## src/rtl/trace_scheduler.sv

```systemverilog
// trace_scheduler: line-ahead job sequencer for the row-level wall tracer.
// Launches one trace per visible row two lines before it is displayed,
// captures the tracer result, commits it to the row renderer at end of line,
// aborts and counts jobs that overrun their line, and marks a POV-safe window
// in vertical blanking while no trace is in flight.
module trace_scheduler #(
  parameter int unsigned V_VIEW = 480,
  parameter int unsigned V_MAX  = 524,
  parameter int unsigned SIZE_W = 11
) (
  input  logic              clk,
  input  logic              reset,
  input  logic              i_enable,
  input  logic              i_hmax,
  input  logic [9:0]        i_vpos,
  output logic              o_trace_start,
  output logic              o_trace_abort,
  output logic [9:0]        o_trace_row,
  input  logic              i_trace_done,
  input  logic              i_trace_side,
  input  logic [SIZE_W-1:0] i_trace_size,
  output logic              o_side,
  output logic [SIZE_W-1:0] o_size,
  output logic              o_busy,
  output logic              o_pov_latch,
  input  logic              i_clear_overrun,
  output logic              o_overrun,
  output logic [7:0]        o_overrun_count
);

  typedef enum logic [1:0] {
    ST_IDLE  = 2'd0,  // no job in flight
    ST_TRACE = 2'd1,  // job in flight, waiting for done
    ST_DONE  = 2'd2   // result held, waiting for end of line
  } state_e;

  localparam logic [10:0] VMAX_L  = 11'(V_MAX);
  localparam logic [10:0] VVIEW_L = 11'(V_VIEW);
  localparam logic [10:0] FRAME_L = 11'(V_MAX + 1);

  state_e              state_q, state_d;
  logic                hold_side_q, hold_side_d;
  logic [SIZE_W-1:0]   hold_size_q, hold_size_d;
  logic                start_q, start_d;
  logic                abort_q, abort_d;
  logic [9:0]          row_q, row_d;
  logic                side_q, side_d;
  logic [SIZE_W-1:0]   size_q, size_d;
  logic                busy_q, busy_d;
  logic                pov_q, pov_d;
  logic                overrun_q, overrun_d;
  logic [7:0]          count_q, count_d;

  logic [10:0]         vpos_sat;
  logic [10:0]         target_raw;
  logic [10:0]         target;
  logic                sched_ok;
  logic                overrun_evt;

  // Line arithmetic: clamp out-of-range vpos, then pick the row two lines
  // ahead, wrapping across the frame boundary.
  always_comb begin
    vpos_sat   = ({1'b0, i_vpos} > VMAX_L) ? VMAX_L : {1'b0, i_vpos};
    target_raw = vpos_sat + 11'd2;
    target     = (target_raw > VMAX_L) ? (target_raw - FRAME_L) : target_raw;
  end

  // A new job is launched only for visible rows while enabled; a job still
  // tracing at end of line without a same-cycle done has overrun its budget.
  assign sched_ok    = i_enable && (target < VVIEW_L);
  assign overrun_evt = i_hmax && (state_q == ST_TRACE) && !i_trace_done;

  // Next-state and next-output computation for the whole sequencer.
  always_comb begin
    // NOTE: every variable gets a default before any branch so no path can
    // leave it unassigned; otherwise synthesis infers a latch.
    state_d     = state_q;
    hold_side_d = hold_side_q;
    hold_size_d = hold_size_q;
    start_d     = 1'b0;
    abort_d     = 1'b0;
    row_d       = row_q;
    side_d      = side_q;
    size_d      = size_q;
    pov_d       = 1'b0;
    overrun_d   = overrun_q;
    count_d     = count_q;

    if (i_hmax) begin
      // Commit the result for the line about to be displayed.
      unique case (state_q)
        ST_DONE: begin
          side_d = hold_side_q;
          size_d = hold_size_q;
        end
        ST_TRACE: begin
          if (i_trace_done) begin
            side_d = i_trace_side;
            size_d = i_trace_size;
          end else begin
            side_d = 1'b0;
            size_d = '0;
          end
        end
        default: begin
          side_d = 1'b0;
          size_d = '0;
        end
      endcase

      // Schedule the job for the row two lines ahead.
      if (sched_ok) begin
        row_d   = target[9:0];
        start_d = 1'b1;
        state_d = ST_TRACE;
      end else begin
        state_d = ST_IDLE;
      end

      // POV window opens after the last visible line once nothing is queued.
      pov_d = (vpos_sat == (VVIEW_L - 11'd1)) && !sched_ok;
    end else if ((state_q == ST_TRACE) && i_trace_done) begin
      // First done of the job is captured; later (level-held) dones are
      // ignored because the state has left TRACE.
      hold_side_d = i_trace_side;
      hold_size_d = i_trace_size;
      state_d     = ST_DONE;
    end

    // Overrun bookkeeping: a coincident clear loses to the new overrun.
    if (overrun_evt) begin
      abort_d   = 1'b1;
      overrun_d = 1'b1;
      if (i_clear_overrun) begin
        count_d = 8'd1;
      end else if (count_q != 8'hff) begin
        count_d = count_q + 8'd1;
      end
    end else if (i_clear_overrun) begin
      overrun_d = 1'b0;
      count_d   = 8'd0;
    end

    busy_d = (state_d == ST_TRACE);
  end

  // State and registered outputs; asynchronous reset returns to IDLE with all
  // outputs cleared and emits no abort.
  always_ff @(posedge clk or posedge reset) begin
    if (reset) begin
      state_q     <= ST_IDLE;
      // NOTE: the holding register is reset as well, so a DONE commit can
      // never expose an unknown value even if the state were corrupted.
      hold_side_q <= 1'b0;
      hold_size_q <= '0;
      start_q     <= 1'b0;
      abort_q     <= 1'b0;
      row_q       <= '0;
      side_q      <= 1'b0;
      size_q      <= '0;
      busy_q      <= 1'b0;
      pov_q       <= 1'b0;
      overrun_q   <= 1'b0;
      count_q     <= '0;
    end else begin
      // NOTE: non-blocking assignments so every flop samples the values
      // computed from the previous cycle, independent of statement order.
      state_q     <= state_d;
      hold_side_q <= hold_side_d;
      hold_size_q <= hold_size_d;
      start_q     <= start_d;
      abort_q     <= abort_d;
      row_q       <= row_d;
      side_q      <= side_d;
      size_q      <= size_d;
      busy_q      <= busy_d;
      pov_q       <= pov_d;
      overrun_q   <= overrun_d;
      count_q     <= count_d;
    end
  end

  assign o_trace_start   = start_q;
  assign o_trace_abort   = abort_q;
  assign o_trace_row     = row_q;
  assign o_side          = side_q;
  assign o_size          = size_q;
  assign o_busy          = busy_q;
  assign o_pov_latch     = pov_q;
  assign o_overrun       = overrun_q;
  assign o_overrun_count = count_q;

  // Structural invariants of the sequencer.
  a_start_busy : assert property (@(posedge clk) disable iff (reset)
    o_trace_start |-> o_busy);
  a_abort_flag : assert property (@(posedge clk) disable iff (reset)
    o_trace_abort |-> o_overrun);
  a_pov_idle   : assert property (@(posedge clk) disable iff (reset)
    o_pov_latch |-> !o_busy);
  a_flag_count : assert property (@(posedge clk) disable iff (reset)
    o_overrun == (o_overrun_count != 8'd0));
  a_busy_state : assert property (@(posedge clk) disable iff (reset)
    o_busy == (state_q == ST_TRACE));

endmodule

```

## config.mk

```make
export PLATFORM = sky130hd
export DESIGN_NAME = trace_scheduler
export DESIGN_NICKNAME = d
export VERILOG_FILES = /design/src/rtl/trace_scheduler.sv
export SDC_FILE = /design/constraint.sdc
export NUM_CORES = 1
export LEC_CHECK = 0
export ABC_AREA = 1
export CAP_MARGIN = 20
export CORE_ASPECT_RATIO = 0.75
export CORE_MARGIN = 3
export CORE_UTILIZATION = 40
export DETAILED_ROUTE_END_ITERATION = 7
export HOLD_SLACK_MARGIN = 0.15
export MAX_ROUTING_LAYER = met4
export PLACE_DENSITY_LB_ADDON = 0.12
export SLEW_MARGIN = 20
export SYNTH_ARGS = -nofsm -noshare
export SYNTH_HDL_FRONTEND = slang
export SYNTH_SLANG_ARGS = --single-unit
```

## constraint.sdc

```tcl
create_clock -name clk -period 1.7 [get_ports clk]
set_input_delay 0.34 -clock clk [delete_from_list [all_inputs] [get_ports clk]]
set_output_delay 0.34 -clock clk [all_outputs]
set_load 0.1 [all_outputs]
```

==> flow_summary.toml, run 1 <==
[outcome]
status = "finished, violations left"
violations = "negative setup slack"

[routing]
vias_per_cell = 4.98
num_vias = 2966
drtIter0Drc = 156
wire_per_inst_um = 13.9
ant_nets = 0
wl_mm = 8.29
drt_pass1_iterations = 4
drc = 0

[cts]
clk_pin_slew_ns = 0.09
clock-root-buffer = "clkbuf_8"
htree_levels = 2
cts_buffers = 5
cts_tree = "done"
clockBufferDepth = 2
clk_latency_ns = 0.30
cts_sinks = 49
cts_hold_buf = 0

[grt]
grt_usage_pct = 21.6
grt_pass1_wl_mm = 13.4
grt_max_degree = 21
grt_antenna_before_repair = 0
grtUsageMet3_pct = 3.82
grt_pass1_vias = 2903
use_met2_pct = 31.1
use_met1_pct = 31.9
overflow = 0
busiest_layer = "met1"

[pwr]
internal-power_uw = 2550
p_comb_share_pct = 45.2
power.density_mw_per_mm2 = 880
p_seq_share_pct = 35.8
swShare_pct = 40.7
irDropWorstVdd_mv = 0.820
leakage_uw = 0.00232
p_sw_uw = 1750
clkPwrFrac_pct = 18.9

[timing]
hold_viol = 0
min_period_ns = 2.39
layout_setup_ws_ns = -0.689
fin_crit_sh_pct = 141
whs_ns = 0.329
rsz0062_at_grt = "true"
tightest_slew_ns = 0.375
finalSetupViolations = 14
slew_violations = 0
relSlewSlack_pct = 75.0
skew_ns = 0.00755
fmax_mhz = 418

[setup_path]
worst-setup-path-type = "input port to flip-flop"
arrival_ns = 2.58
cp_data_required_time_ns = 1.89
cp_max_fo = 5
critPathCaptureType = "flip-flop"
cp-start-kind = "input port"

[synthesis]
synth_edf_count = 0
syn_inst = 377
synth.avg_cell_area_um2 = 7.43
syn_nets = 414
synthesis.area_mm2 = 0.00280
ys.flop_type = "dfrtp_1"
ys_warn_count = 0
synthArstFlopShare_pct = 100
ys_types = 32
ys_ff_latch = 49
yosysSeqAreaShare_pct = 43.8

[placed_design]
gp_congestion = 0.886
dp.cells = 567
numPortBuffers = 62
dp_slack_ns = -1.53
hpwl_mm = 6.03

[run]
drv_cap = 0

[cells_and_area]
drive_gt1_share_pct = 41.9
area_growth_pct = 74.4
antenna-diode-count = 0
nNetsFinal = 552
instances_no_fill = 596
fillCellCount = 452

[worst_hold_path]
min_path_type = "input port to asynchronous set/reset pin"

[floorplan]
io_pins = 63
core_area_mm2 = 0.00654
initial_core_util_pct = 42.8
die_x_um = 103
rows = 25
fp.dieH_um = 78.5
die_area_mm2 = 0.00805
==> worst paths after layout <==
check / start / end / slack [ns] / depth (start not counted)
setup / recovery: i_vpos[0] / o_trace_row[3]$_DFFE_PP0P_ / -0.69 / 19
hold reg to reg: hold_size_q[4]$_DFFE_PP0P_ / hold_size_q[4]$_DFFE_PP0P_ / 0.50 / 2
hold / removal: reset / o_overrun_count[1]$_DFFE_PP0P_ / 0.33 / 2
setup reg to reg: o_overrun_count[1]$_DFFE_PP0P_ / o_overrun_count[7]$_DFFE_PP0P_ / 0.05 / 8
max in group asynchronous: reset / o_overrun_count[0]$_DFFE_PP0P_ / 0.95 / 3
min in group clk: hold_size_q[4]$_DFFE_PP0P_ / hold_size_q[4]$_DFFE_PP0P_ / 0.50 / 2
==> kinds of logic after synthesis <==
| group | share of synthesized area, % |
|---|---|
| XOR/XNOR | 1.25 |
| AO/OA/AOI/OAI | 12.7 |
| AND/OR/NAND/NOR | 25.9 |
| adder cells (fa/ha/maj) | 4.02 |
| flip-flops | 43.8 |
| buffers and inverters | 12.3 |
==> layout by cell type (no fill, tap or decap), drive strengths merged, types with 2 or more instances in the layout <==
cell type      count
buf              122
nand2             95
inv               76
dfrtp             49
o21ai             48
nor2              23
nand3             21
nand4             17
clkdlybuf4s50     17
a21oi             10
ha                 9
clkbuf             5
nor3               4
xor2               3
clkinv             2
and2               2
o21bai             2
==> power by group through the flow <==
stage	Clock [uW]	Sequential (uW)	Combinational (uW)
after CTS	834	1540	1900
after global placement	0	1550	1780
final	814	1540	1940
after floorplan	0	2140	428
after detailed placement	0	1550	1800
after global routing	877	1560	2060
==> cell usage after synthesis (2+ instances only) <==
library cell	number	share of area (%)
a21oi_1	9	1.6
ha_1	9	4.0
nor3_1	3	0.54
dfrtp_1	49	44
nand3_2	3	1.1
nand2_1	92	12
buf_6	2	0.80
nand4_1	17	3.8
buf_2	2	0.36
nor2_2	2	0.45
and2_1	2	0.45
nand3_1	18	3.2
xor2_1	3	0.94
clkbuf_1	6	0.80
nor2_1	21	2.8
nand2_2	3	0.67
o21ai_0	46	8.2
inv_1	76	10
==> state kept, by name, indices dropped and copies added, names as in the netlist <==
register,cells
hold_side_q,1
hold_size_q,11
o_busy,1
o_overrun,1
o_overrun_count,8
o_pov_latch,1
o_side,1
o_size,11
o_trace_abort,1
o_trace_row,10
o_trace_start,1
state_q,2
==> cell type report <==
type / instances / area, um2 / area share [%]
clock inverters: 2 / 35.0 / 0.717
multi-input cells: 241 / 1550 / 31.8
clock buffers: 5 / 68.8 / 1.41
well taps: 81 / 101 / 2.08
inverters: 77 / 303 / 6.20
repair buffers: 141 / 1580 / 32.3
flip-flops and latches: 49 / 1240 / 25.5
==> critical path, stage by stage <==
cell	delay [ns]
clkdlybuf4s15_1	0.19
o21ai_1	0.12
nand2_1	0.08
nand2_2	0.13
nand2_4	0.08
inv_4	0.07
ha_4	0.16
inv_4	0.05
o311ai_4	0.22
nand3_1	0.12
nor2_2	0.17
nand3_2	0.15
nand3_4	0.15
nand2_4	0.08
nand3_4	0.13
nand3_4	0.10
buf_6	0.15
nand2_2	0.05
nand2_1	0.05
==> metrics by stage <==
step / util, % / instance area (um2) / setup TNS, ns / total power, uW
global placement: 66.9 / 4370 / -19.78 / 3330
floorplan: - / 2900 / -10.69 / 2570
CTS: 71.9 / 4700 / -8.42 / 4270
global route: 74.7 / 4880 / -11.06 / 4500
finish: 74.7 / 4880 / -9.22 / 4300
detailed placement: 66.9 / 4370 / -21.78 / 3350
==> metal layers <==
layer	routed length [um]	share of wire, %
met1	3980	48
met2	3790	46
met3	413	5.0
met4	98	1.2
met5	0	0
==> timing repair <==
| item | CTS | global route |
|---|---|---|
| cloned | 1 | 0 |
| pin swaps | 24 | 19 |
| setup buffers | 17 | 5 |
| setup endpoints to repair | 22 | 22 |
| resized for setup | 74 | 42 |
No activity file was read; power rests on OpenSTA's default activity.
==> run 2, diff against run 1 <==
- CTS_CLUSTER_SIZE: default -> 30
==> results of run 2 <==
No change in the layout: final DEF, timing and power equal those of run 1.
==> run 3, diff against run 2 <==
- SLEW_MARGIN: 20 -> 40
==> results of run 3 <==
No change in the layout: final DEF, timing and power equal those of run 1.
